$ cat config.mk
export PLATFORM = sky130hd
export DESIGN_NAME = inst_fetch_ctrl
export DESIGN_NICKNAME = d
export VERILOG_FILES = /design/src/rtl/ifu_pkg.sv /design/src/rtl/fetch_fifo.sv /design/src/rtl/inst_fetch_ctrl.sv
export SDC_FILE = /design/constraint.sdc
export NUM_CORES = 1
export LEC_CHECK = 0
export CORE_UTILIZATION = 26
export DETAILED_ROUTE_END_ITERATION = 8
export GPL_ROUTABILITY_DRIVEN = 0
export PLACE_DENSITY = 0.57
export SYNTH_ARGS = -nofsm -noshare
export SYNTH_HDL_FRONTEND = slang
export SYNTH_SLANG_ARGS = --single-unit
$ cat constraint.sdc
create_clock -name clk -period 22 [get_ports clk]
set_input_delay 5.5 -clock clk [delete_from_list [all_inputs] [get_ports clk]]
set_output_delay 5.5 -clock clk [all_outputs]
set_load 0.005 [all_outputs]
$ cat src/rtl/ifu_pkg.sv
// Shared types and constants for the instruction fetch unit.
package ifu_pkg;

  typedef enum logic [1:0] {
    ST_IDLE = 2'd0,
    ST_RUN  = 2'd1,
    ST_HALT = 2'd2
  } fetch_state_e;

  localparam logic [31:0] EBREAK_INST      = 32'h0010_0073;
  localparam logic [63:0] DEFAULT_RESET_PC = 64'h0000_0000_8000_0000;

  // Fetch addresses are word aligned; the low two bits are dropped.
  function automatic logic [63:0] align_pc(input logic [63:0] pc);
    return {pc[63:2], 2'b00};
  endfunction

endpackage

$ cat src/rtl/fetch_fifo.sv
// Fetch buffer: power-of-two FIFO holding {pc, inst} entries, with a
// synchronous flush that empties it in one edge. Storage is not reset.
module fetch_fifo #(
  parameter  int DEPTH = 2,
  parameter  int WIDTH = 96,
  localparam int PTR_W = $clog2(DEPTH),
  localparam int CNT_W = $clog2(DEPTH) + 1
) (
  input  logic             clk,
  input  logic             rst,
  input  logic             flush,
  input  logic             push,
  input  logic             pop,
  input  logic [WIDTH-1:0] push_data,
  output logic [CNT_W-1:0] count,
  output logic [WIDTH-1:0] head_data
);

  localparam logic [CNT_W-1:0] DEPTH_C = CNT_W'(DEPTH);

  logic [WIDTH-1:0] mem_q [DEPTH];
  logic [WIDTH-1:0] mem_d [DEPTH];
  logic [PTR_W-1:0] wr_ptr_q, wr_ptr_d;
  logic [PTR_W-1:0] rd_ptr_q, rd_ptr_d;
  logic [CNT_W-1:0] count_q, count_d;
  logic             pop_en;
  logic             push_en;

  // Guard both ends so the count can never leave [0, DEPTH].
  assign pop_en  = pop && (count_q != '0);
  assign push_en = push && ((count_q < DEPTH_C) || pop_en);

  always_comb begin
    mem_d    = mem_q;
    wr_ptr_d = wr_ptr_q;
    rd_ptr_d = rd_ptr_q;
    count_d  = count_q;
    if (flush) begin
      wr_ptr_d = '0;
      rd_ptr_d = '0;
      count_d  = '0;
    end else begin
      if (push_en) begin
        mem_d[wr_ptr_q] = push_data;
        wr_ptr_d        = wr_ptr_q + PTR_W'(1);
      end
      if (pop_en) begin
        rd_ptr_d = rd_ptr_q + PTR_W'(1);
      end
      case ({push_en, pop_en})
        2'b10:   count_d = count_q + CNT_W'(1);
        2'b01:   count_d = count_q - CNT_W'(1);
        default: count_d = count_q;
      endcase
    end
  end

  always_ff @(posedge clk) begin
    if (rst) begin
      wr_ptr_q <= '0;
      rd_ptr_q <= '0;
      count_q  <= '0;
    end else begin
      wr_ptr_q <= wr_ptr_d;
      rd_ptr_q <= rd_ptr_d;
      count_q  <= count_d;
    end
  end

  always_ff @(posedge clk) begin
    mem_q <= mem_d;
  end

  assign count     = count_q;
  assign head_data = mem_q[rd_ptr_q];

endmodule

$ cat src/rtl/inst_fetch_ctrl.sv
// Instruction fetch controller: PC + IDLE/RUN/HALT FSM feeding a fetch FIFO.
// Define FETCH_HALT_EN to stop fetching after an ebreak is pushed.
module inst_fetch_ctrl
  import ifu_pkg::*;
#(
  parameter logic [63:0] RESET_PC  = DEFAULT_RESET_PC,
  parameter int          BUF_DEPTH = 2
) (
  input  logic        clk,
  input  logic        rst,
  input  logic        redirect_valid,
  input  logic [63:0] redirect_pc,
  output logic        rom_ce,
  output logic [63:0] rom_addr,
  input  logic [31:0] rom_inst,
  output logic        out_valid,
  input  logic        out_ready,
  output logic [63:0] out_pc,
  output logic [31:0] out_inst,
  output logic        halted
);

  localparam int               CNT_W   = $clog2(BUF_DEPTH) + 1;
  localparam logic [CNT_W-1:0] DEPTH_C = CNT_W'(BUF_DEPTH);

  fetch_state_e     state_q, state_d;
  logic [63:0]      pc_q, pc_d;
  logic [CNT_W-1:0] fifo_count;
  logic [95:0]      head_data;
  logic             pop;
  logic             push_ok;

  assign out_valid = (fifo_count != '0);
  assign pop       = out_valid && out_ready;
  // A full buffer still accepts a push when the head leaves in the same edge.
  assign push_ok   = (fifo_count < DEPTH_C) || ((fifo_count == DEPTH_C) && pop);

  always_comb begin
    state_d = state_q;
    pc_d    = pc_q;
    rom_ce  = 1'b0;
    if (redirect_valid) begin
      state_d = ST_RUN;
      pc_d    = align_pc(redirect_pc);
    end else begin
      case (state_q)
        ST_IDLE: state_d = ST_RUN;
        ST_RUN: begin
          rom_ce = push_ok;
          if (push_ok) begin
            pc_d = pc_q + 64'd4;
`ifdef FETCH_HALT_EN
            if (rom_inst == EBREAK_INST) begin
              state_d = ST_HALT;
            end
`endif
          end
        end
        default: state_d = state_q;
      endcase
    end
  end

  always_ff @(posedge clk) begin
    if (rst) begin
      state_q <= ST_IDLE;
      pc_q    <= RESET_PC;
    end else begin
      state_q <= state_d;
      pc_q    <= pc_d;
    end
  end

  fetch_fifo #(
    .DEPTH (BUF_DEPTH),
    .WIDTH (96)
  ) u_fifo (
    .clk       (clk),
    .rst       (rst),
    .flush     (redirect_valid),
    .push      (rom_ce),
    .pop       (pop),
    .push_data ({pc_q, rom_inst}),
    .count     (fifo_count),
    .head_data (head_data)
  );

  assign rom_addr = pc_q;
  assign out_pc   = out_valid ? head_data[95:32] : 64'd0;
  assign out_inst = out_valid ? head_data[31:0]  : 32'd0;

`ifdef FETCH_HALT_EN
  assign halted = (state_q == ST_HALT);
`else
  assign halted = 1'b0;
`endif

endmodule

# Word-level counts from Yosys, hierarchy flattened
# Cells that the tools add are included.
# totals
reg_bits,261
latchBits,0
ram_bits,0
romBits,0
input_bits,100
out_inout_bits,163
memories,0
# op_classes
add_sub_neg,5
mul,0
div_mod_pow,0
n_lt_le_gt_ge,4
n_eq_ne,3
n_shift,0
n_mux,16
n_bitwise,3
n_reduce_logical,17
# op_table
operator,count
$mux 96,4
$mux 64,4
$bwmux 192,1
$demux 96 s1,1
$add 64x3->64 const B,1
$mux 32,1
$reduce_bool 2->1,5
$reduce_and 2->1,3
$logic_and 1x1->1,5
$eq 2x2->1 const B,2
$ge 2x2->1 const B,2
$mux 1,4
$not 1->2,2
$pmux 2 s2,1
$add 1x1->1 const B,2
$add 2x1->2 const B,1
$eq 2x1->1 const B,1
$logic_not 2->1,1
$logic_or 1x1->1,2
$lt 2x1->1 const B,1
$lt 2x2->1 const B,1
$reduce_or 2->1,1
$sub 2x1->2 const B,1
$not 1->1,1

# Logic depth before layout (Yosys ltp)
# Gate-level depths: netlist of the first run.
# depth
ltp_word,9
ltp_mapped,9
mapped_depth_nobuf,7

# Modules after synthesis
# A second synthesis of the first run with hierarchy kept.
# hier_totals
hier_cells,899
area_unflattened_um2,11690.0
# modules_own_cells
mod,instances,cells_per_inst,area_per_inst_um2,seq_area_each_um2
fetch_fifo,1,322,7247.0,5845.6
inst_fetch_ctrl,1,577,4443.0,1261.2

# Worst setup path before layout of the first run
# OpenSTA, ideal clock, no wires.
# synth_timing
path_kind,in2out
from,input redirect_valid
to,output rom_ce
t_arrival_ps,6490
slack_ps,10010
cell_stages,6
cell_sequence,clkbuf_1 -> inv_1 -> clkbuf_1 -> buf_1 -> nand2_1 -> inv_1
# synth_via
elab_chain_len,1
# synth_lines
item,line,source
from (decl),inst_fetch_ctrl.sv:11,"input logic redirect_valid,"
$mux 1,inst_fetch_ctrl.sv:42,if (redirect_valid) begin
to (decl),inst_fetch_ctrl.sv:13,"output logic rom_ce,"
# Every way passes these cells.

# Worst setup path in the final report of the first run
# Ends and elaborated chain as after synthesis.

==> results.py, run 1 <==
metrics = {
    "timing": {
        "period_share": 0.599,
        "setup_violations": 0,
        "rsz0062_at_grt": "false",
        "fmax_mhz": 75.9,
        "slew_headroom": 0.360,
        "finalClockSkew_ns": 0.0127,
        "final_max_slew_viol_count": 0,
        "worst_pin_slew_ns": 0.959,
        "setup_tns_ns": 0,
        "period_needed_ns": 13.18,
        "hold_ws_ns": 0.527,
        "final-hold-violation-count": 0,
    },
    "power_and_ir_drop": {
        "sw_frac_of_total": 0.227,
        "internal_power_uw": 933,
        "cellPowerDensity_mw_per_mm2": 79.1,
        "p_leak_nw": 4.88,
        "pwr-share-seq": 0.463,
        "switchingPower_uw": 273,
        "power_mw": 1.21,
        "combinationalPowerShare": 0.079,
        "p_clk_frac": 0.458,
        "max-vdd-ir-drop_v": 0.0000473,
    },
    "floorplan": {
        "ios": 263,
        "rows": 75,
        "fp.dieW_um": 208,
        "core_area_mm2": 0.0419,
        "start_util": 0.263,
        "fp.dieH_um": 208,
        "die-area_mm2": 0.0433,
    },
    "synthesis": {
        "synth.area.top_cells": "edfxtp_1 (51%), dfxtp_1 (12%), mux2i_1 (8.5%)",
        "netlist_instances": 898,
        "synth_top_family_by_area": "simple AND/OR/NAND/NOR gates",
        "synth_top_area_frac": 0.512,
        "synth_seq_area_share": 0.633,
        "avgSynthCellArea_um2": 12.3,
        "synthMuxAreaShare": 0.0853,
        "synth_xor_area_frac": 0.0270,
        "ys_seq_elements": 255,
        "synthSimpleGateAreaFrac": 0.152,
        "mappedNetlistArea_mm2": 0.0110,
        "ys_types": 59,
        "synth_warnings": 0,
        "synth-adder-area-share": 0.00227,
        "synth-compound-area-share": 0.0731,
        "yosysTopAreaCell": "edfxtp_1",
        "synth_ff_type": "edfxtp_1",
        "synth_edf_count": 188,
        "async_flop_share": 0,
    },
    "layout": {
        "nNetsFinal": 1249,
        "syn_to_final_growth_pct": 38.1,
        "drive_gt1_frac": 0.0648,
        "final_cell_mix": "clkdlybuf4s50_1 (254), edfxtp_1 (188), nor2_1 (151), mux2i_1 (94), dfxtp_1 (66)",
        "final_common_cell": "clkdlybuf4s50_1",
        "stdcell_area_mm2": 0.0152,
        "antenna_cells": 0,
    },
    "detailed_routing": {
        "drt_iter0_markers": 395,
        "totalWireLength_mm": 32.9,
        "num_vias": 8131,
        "avgViaCountPerCell": 4.75,
        "wire_per_inst_um": 19.2,
        "drc": 0,
        "drt-pass1-iter-count": 5,
        "drtAntennaViolNets": 0,
    },
    "critical_path": {
        "rr_endpoint": "u_fifo.count[1]",
        "rrSetupSlack_ns": 18.74,
        "critical_path.endpoint": "rom_ce",
        "end_kind": "primary output",
        "path_class": "primary input to primary output",
        "worst-path-max-fanout": 33,
        "worst-endpoint-required_ns": 16.50,
        "rr_worst_depth": 7,
        "start_kind": "primary input",
        "arrival_ns": 7.68,
        "r2r-start": "u_fifo.count[1]",
        "critPathLaunch": "redirect_valid",
    },
    "run": {
        "maxCapViolCount": 0,
    },
    "cts": {
        "cts_resized": 0,
        "cts_setup_buffers": 0,
        "htree_levels": 2,
        "cts_made_buffers": 34,
        "clkLatencyLatePin_ns": 0.52,
        "clk_path_buf_depth": 3,
        "numClockSinks": 255,
        "postCtsHoldBufs": 0,
        "cts_tree": "yes",
        "cts_root_buf": "clkbuf_16",
        "clk_pin_slew_ns": 0.06,
    },
    "place": {
        "placed_cell_area_mm2": 0.0141,
        "port_buffers": 255,
        "dp_hpwl_mm": 21.8,
    },
    "global_routing": {
        "grtUsageTotal": 0.150,
        "grt_antenna_before_repair": 2,
        "grt_pass1_vias": 7969,
        "grt_max_degree": 81,
        "grt_pass1_wl_mm": 49.1,
        "overflow": 0,
    },
    "outcome": {
        "status": "completed",
    },
    "hold_path": {
        "hold_class": "flop to flop",
        "worstHoldStart": "rom_addr[13]",
    },
}
## logic make-up (layout without fill, tap and decap cells)
logic type      Yosys count  after routing
simple gates            338            338
flops                   255            255
compound gates          105            105
mux                      94             94
buf+inv                  69            339
xor+xnor                 34             34
fa+ha+maj                 2              2
other cells               1              5
## stage by stage
stage | utilization | cells | worst slack [ns]
6_report | 0.363 | 1711 | 8.82
5_1_grt | 0.363 | 1711 | 8.67
4_1_cts | 0.363 | 1711 | 8.81
3_5_place_dp | 0.337 | 1650 | 8.82
3_3_place_gp | 0.337 | 1650 | 8.87
2_1_floorplan | - | 902 | 10.01
## cells in the mapped netlist (all sizes together) (2+ instances only)
cell	count
a2111oi	6
nor4	8
a211oi	28
or3	16
nand2	38
and3	15
or4	10
o21ai	20
buf	21
a311oi	20
o31ai	7
o211a	4
ha	2
dfxtp	67
nor3	13
xor2	22
and2	9
edfxtp	188
mux2i	94
a21oi	6
inv	13
nand3	31
xnor2	12
clkbuf	35
nand2b	2
nor4b	2
nand4	27
nor2	153
o2111ai	2
and4	7
o211ai	2
## how the worst min path moves through the flow
stage / to / cells after the start
floorplan: u_fifo.mem_q[185] / 0
finish: u_fifo.mem_q[45] / 0
global placement: u_fifo.mem_q[185] / 0
detailed placement: u_fifo.mem_q[185] / 0
CTS: u_fifo.mem_q[141] / 0
global route: u_fifo.mem_q[45] / 0
## area by class of cell
class,count,area [um2]
fillers,4032,26700
flip-flops and latches,255,6990
multi-input cells,578,3780
repair buffers,265,2620
clock buffers,40,905
well taps,539,674
clock inverters,21,219
inverters,13,50.0
## critical path: stages
cell             delay, ns
clkdlybuf4s50_1       0.48
buf_4                 0.30
clkinv_2              0.46
nand2_1               0.33
inv_1                 0.08
clkdlybuf4s50_1       0.51
## state kept, by name (all words and copies together), names as in the netlist
signal	count
u_fifo.mem_q	188
rom_addr	62
u_fifo.count	2
state_q	1
u_fifo.rd_ptr_q	1
u_fifo.wr_ptr_q	1
## power by group through the flow
stage	Combinational (mW)	Sequential [mW]	Clock, mW
floorplan	0.0387	0.563	0
global placement	0.0955	0.568	0
detailed placement	0.0965	0.569	0
CTS	0.0971	0.559	0.573
global route	0.104	0.562	0.590
finish	0.0949	0.559	0.553
## metal layers
layer	GRT usage	vias up	routed length, um
met1	0.194	3966	14900
met5	0	-	29
li1	-	3880	-
met3	0.0439	56	2130
met4	0.0524	4	804
met2	0.237	225	15100
(Power assumes the default switching activity.)
==> run 2, diff against run 1 <==
Clock period 22 ns to 12.4 ns, I/O delays scaled along.
==> results.py, run 2 (synthesis results as in run 1) <==
metrics = {
    "cts": {
        "clk_pin_slew_ns": 0.06,
        "htree_levels": 1,
        "cts_tree": "yes",
        "numClockSinks": 255,
        "cts_made_buffers": 30,
        "cts_resized": 0,
        "clkLatencyLatePin_ns": 0.57,
        "postCtsHoldBufs": 0,
        "cts_setup_buffers": 0,
        "clk_path_buf_depth": 3,
        "cts_root_buf": "clkbuf_16",
    },
    "layout": {
        "fillerInstances": 4129,
        "top_register": "u_fifo.mem_q",
        "syn_to_final_growth_pct": 37.5,
        "utilization": 0.362,
        "final_common_cell": "clkdlybuf4s50_1",
        "nNetsFinal": 1245,
        "multiInputGateArea_mm2": 0.00378,
        "stdcell_area_mm2": 0.0152,
        "antenna_cells": 0,
        "regArea_mm2": 0.00699,
        "drive_gt1_frac": 0.0600,
        "largest_reg_flops": 188,
        "final_cell_mix": "clkdlybuf4s50_1 (254), edfxtp_1 (188), nor2_1 (151), mux2i_1 (94), dfxtp_1 (66)",
    },
    "detailed_routing": {
        "drtAntennaViolNets": 0,
        "totalWireLength_mm": 32.8,
        "drc": 0,
        "drt-pass1-iter-count": 5,
        "num_vias": 8089,
        "avgViaCountPerCell": 4.74,
        "drt_iter0_markers": 366,
        "wire_per_inst_um": 19.2,
    },
    "floorplan": {
        "fp.dieH_um": 208,
        "core_area_mm2": 0.0419,
        "rows": 75,
        "ios": 263,
        "start_util": 0.263,
        "die-area_mm2": 0.0433,
        "fp.dieW_um": 208,
    },
    "timing": {
        "rsz0062_at_grt": "false",
        "final_max_slew_viol_count": 0,
        "final-hold-violation-count": 0,
        "period_needed_ns": 8.34,
        "worst_pin_slew_ns": 1.04,
        "setup_tns_ns": 0,
        "finalClockSkew_ns": 0.0101,
        "worst_slack_ns": 4.06,
        "setup_violations": 0,
        "fmax_mhz": 120,
        "slew_headroom": 0.303,
        "period_share": 0.672,
        "hold_ws_ns": 0.539,
    },
    "place": {
        "placed_cell_area_mm2": 0.0141,
        "dp_slack_ns": 4.05,
        "port_buffers": 255,
        "dp_hpwl_mm": 21.8,
    },
    "power_and_ir_drop": {
        "p_leak_nw": 4.84,
        "cellPowerDensity_mw_per_mm2": 138,
        "max-vdd-ir-drop_v": 0.000105,
    },
    "critical_path": {
        "arrival_ns": 5.24,
        "worst-path-max-fanout": 9,
        "rrSetupSlack_ns": 9.11,
        "worst-endpoint-required_ns": 9.30,
        "rr_worst_depth": 7,
        "end_kind": "primary output",
        "path_class": "primary input to primary output",
        "r2r-start": "u_fifo.count[1]",
        "rr_endpoint": "u_fifo.count[1]",
        "start_kind": "primary input",
    },
    "global_routing": {
        "grtUsageTotal": 0.148,
        "grt_antenna_before_repair": 3,
        "overflow": 0,
        "grt_pass1_vias": 8034,
        "grt_max_degree": 100,
        "grt_pass1_wl_mm": 49.2,
    },
    "hold_path": {
        "min_to": "u_fifo.mem_q[141]",
        "hold_path_depth": 0,
        "hold_class": "flop to flop",
        "worstHoldStart": "rom_addr[13]",
    },
    "outcome": {
        "status": "completed",
    },
    "run": {
        "maxCapViolCount": 0,
    },
}
[run 2: cell types whose count changed in the layout (fill, tap and decap cells not counted), sizes merged]
cell      before  now
clkinvlp       3    1
clkbuf        40   39
clkinv        13   12
inv           14   12
bufinv         4    5
[run 2: cell type report]
type / count / share of cell area
tap: 539 / 0.0444
clock inverter: 17 / 0.0149
inverter: 13 / 0.00330
timing repair buffer: 265 / 0.173
multi-input combinational: 578 / 0.249
clock buffer: 39 / 0.0543
sequential: 255 / 0.461
[run 2: where the power goes]
group          internal, mW  leakage, nW  switching [mW]  total, mW
clock network         0.571        0.512           0.361      0.932
registers             0.954         2.32          0.0363      0.991
logic                0.0937         2.01          0.0752      0.169
total                  1.62         4.84           0.472       2.09
[run 2: worst max-delay path: stages]
cell and delay, ns:
clkdlybuf4s50_1 0.50, nand2b_1 0.21, a21oi_2 0.52, nand2_1 0.23, inv_1 0.10, clkdlybuf4s50_1 0.57
[run 2: metal layers]
layer,global-route usage,up-vias,share of wire
met1,0.189,3939,0.45
li1,-,3871,-
met4,0.0373,6,0.023
met3,0.0432,51,0.069
met2,0.243,222,0.46
met5,0,-,0.0012
[run 2: worst max-delay path by stage]
stage | startpoint | end | cells past startpoint
2_1_floorplan | redirect_valid | u_fifo.mem_q[100] | 6
3_3_place_gp | out_ready | rom_ce | 6
3_5_place_dp | out_ready | rom_ce | 6
4_1_cts | out_ready | rom_ce | 6
5_1_grt | out_ready | rom_ce | 6
6_report | out_ready | rom_ce | 6
[run 2: through the flow]
| step | cells | power [mW] |
|---|---|---|
| global placement | 1650 | 1.18 |
| finish | 1706 | 2.09 |
| floorplan | 902 | 1.07 |
| detailed placement | 1650 | 1.18 |
| CTS | 1706 | 2.13 |
| global route | 1706 | 2.17 |
==> run 3, diff against run 2 <==
Settings changed: PLACE_DENSITY 0.57 to 0.59.
Clock period 12.4 ns to 7.5 ns, I/O delays scaled along.
==> results.py, run 3 (synthesis results as in run 1) <==
metrics = {
    "timing": {
        "final_max_slew_viol_count": 0,
        "setup_tns_ns": 0,
        "rsz0062_at_grt": "false",
        "period_share": 0.784,
        "final-hold-violation-count": 0,
        "setup_violations": 0,
        "worst_pin_slew_ns": 0.988,
        "fmax_mhz": 170,
        "finalClockSkew_ns": 0.0208,
        "slew_headroom": 0.340,
        "period_needed_ns": 5.88,
    },
    "global_routing": {
        "grt_antenna_before_repair": 7,
        "grtUsageTotal": 0.146,
        "grt_max_degree": 71,
        "overflow": 0,
        "grt_pass1_vias": 7954,
        "grt_pass1_wl_mm": 48.8,
    },
    "critical_path": {
        "path_class": "primary input to primary output",
        "end_kind": "primary output",
        "worst-path-max-fanout": 9,
        "worst-endpoint-required_ns": 5.62,
        "arrival_ns": 4.00,
        "start_kind": "primary input",
        "r2r-start": "u_fifo.count[0]",
        "critPathLaunch": "out_ready",
    },
    "detailed_routing": {
        "wire_per_inst_um": 18.9,
        "drt_iter0_markers": 419,
        "drt-pass1-iter-count": 4,
        "totalWireLength_mm": 32.4,
        "num_vias": 8067,
        "drtAntennaViolNets": 0,
        "avgViaCountPerCell": 4.71,
        "drc": 0,
    },
    "layout": {
        "final_cell_mix": "clkdlybuf4s50_1 (254), edfxtp_1 (188), nor2_1 (151), mux2i_1 (94), dfxtp_1 (66)",
        "syn_to_final_growth_pct": 37.6,
        "final_common_cell": "clkdlybuf4s50_1",
        "drive_gt1_frac": 0.0607,
        "fillerInstances": 4100,
        "top_register": "u_fifo.mem_q",
        "nNetsFinal": 1248,
        "finalNonFillerCells": 1712,
        "largest_reg_flops": 188,
    },
    "run": {
        "maxCapViolCount": 0,
    },
    "floorplan": {
        "start_util": 0.263,
        "core_area_mm2": 0.0419,
        "die-area_mm2": 0.0433,
        "rows": 75,
        "fp.dieH_um": 208,
        "ios": 263,
        "fp.dieW_um": 208,
    },
    "power_and_ir_drop": {
        "p_leak_nw": 4.83,
        "max-vdd-ir-drop_v": 0.000138,
        "cellPowerDensity_mw_per_mm2": 225,
    },
    "cts": {
        "cts_root_buf": "clkbuf_16",
        "postCtsHoldBufs": 0,
        "clk_path_buf_depth": 3,
        "clkLatencyLatePin_ns": 0.57,
        "cts_resized": 0,
        "cts_setup_buffers": 0,
        "clk_pin_slew_ns": 0.06,
        "cts_tree": "yes",
        "numClockSinks": 255,
        "htree_levels": 1,
        "cts_made_buffers": 31,
    },
    "place": {
        "dp_hpwl_mm": 21.9,
        "port_buffers": 255,
        "dp_cells": 1652,
    },
    "hold_path": {
        "hold_class": "flop to flop",
        "worstHoldStart": "rom_addr[27]",
    },
    "outcome": {
        "status": "completed",
    },
}
-- run 3: cell count changes in the layout (fill, tap and decap cells not counted), moves of 2 or more --
| cell | delta |
|---|---|
| clkinv_1 | +2 |
| clkinv_4 | -2 |
| diode_2 | +3 |
| clkbuf_8 | -3 |
| buf_12 | +2 |
| clkinvlp_4 | +4 |
-- run 3: worst max-delay path, cell delays in order --
cell,delay [ns]
clkdlybuf4s50_1,0.49
nand2b_1,0.20
a21oi_2,0.51
nand2_1,0.26
inv_1,0.10
clkdlybuf4s50_1,0.57
-- run 3: layer usage --
metal | vias up | part of all wire | track usage
met5 | - | 0.0016 | 0
met4 | 8 | 0.029 | 0.0447
met3 | 62 | 0.070 | 0.0459
met2 | 237 | 0.45 | 0.236
met1 | 3878 | 0.45 | 0.187
li1 | 3882 | - | -
-- run 3: per-stage QoR --
step	power [mW]	area (um2)	util	hold WS (ns)	setup WS, ns
after floorplan	1.76	11100	-	0.494	0.220
after global placement	1.95	14200	0.338	0.534	1.58
after detailed placement	1.95	14200	0.338	0.530	1.55
after CTS	3.48	15200	0.362	0.538	1.54
after global routing	3.55	15200	0.362	0.541	1.39
final	3.42	15200	0.362	0.528	1.62
-- run 3: final timing paths --
check                                          to  slack (ns)  cells past startpoint
worst min-delay path             u_fifo.mem_q[59]        0.53                      0
worst min register to register   u_fifo.mem_q[59]        0.53                      0
worst max register to register  u_fifo.mem_q[141]        4.34                      5
worst max-delay path                       rom_ce        1.62                      6
-- run 3: layout make-up --
class / instances / area (um2) / share of cell area
clock inverters: 20 / 211 / 0.0139
inverters: 13 / 50.0 / 0.00330
diodes: 3 / 7.51 / 0.000494
clock buffers: 37 / 808 / 0.0532
well taps: 539 / 674 / 0.0444
multi-input cells: 578 / 3780 / 0.249
repair buffers: 267 / 2660 / 0.175
flip-flops and latches: 255 / 6990 / 0.460
-- run 3: power by group --
part | internal [mW] | switching, mW | total [mW]
sequential | 1.58 | 0.0606 | 1.64
clock | 0.903 | 0.598 | 1.50
combinational | 0.156 | 0.123 | 0.279
total | 2.64 | 0.781 | 3.42
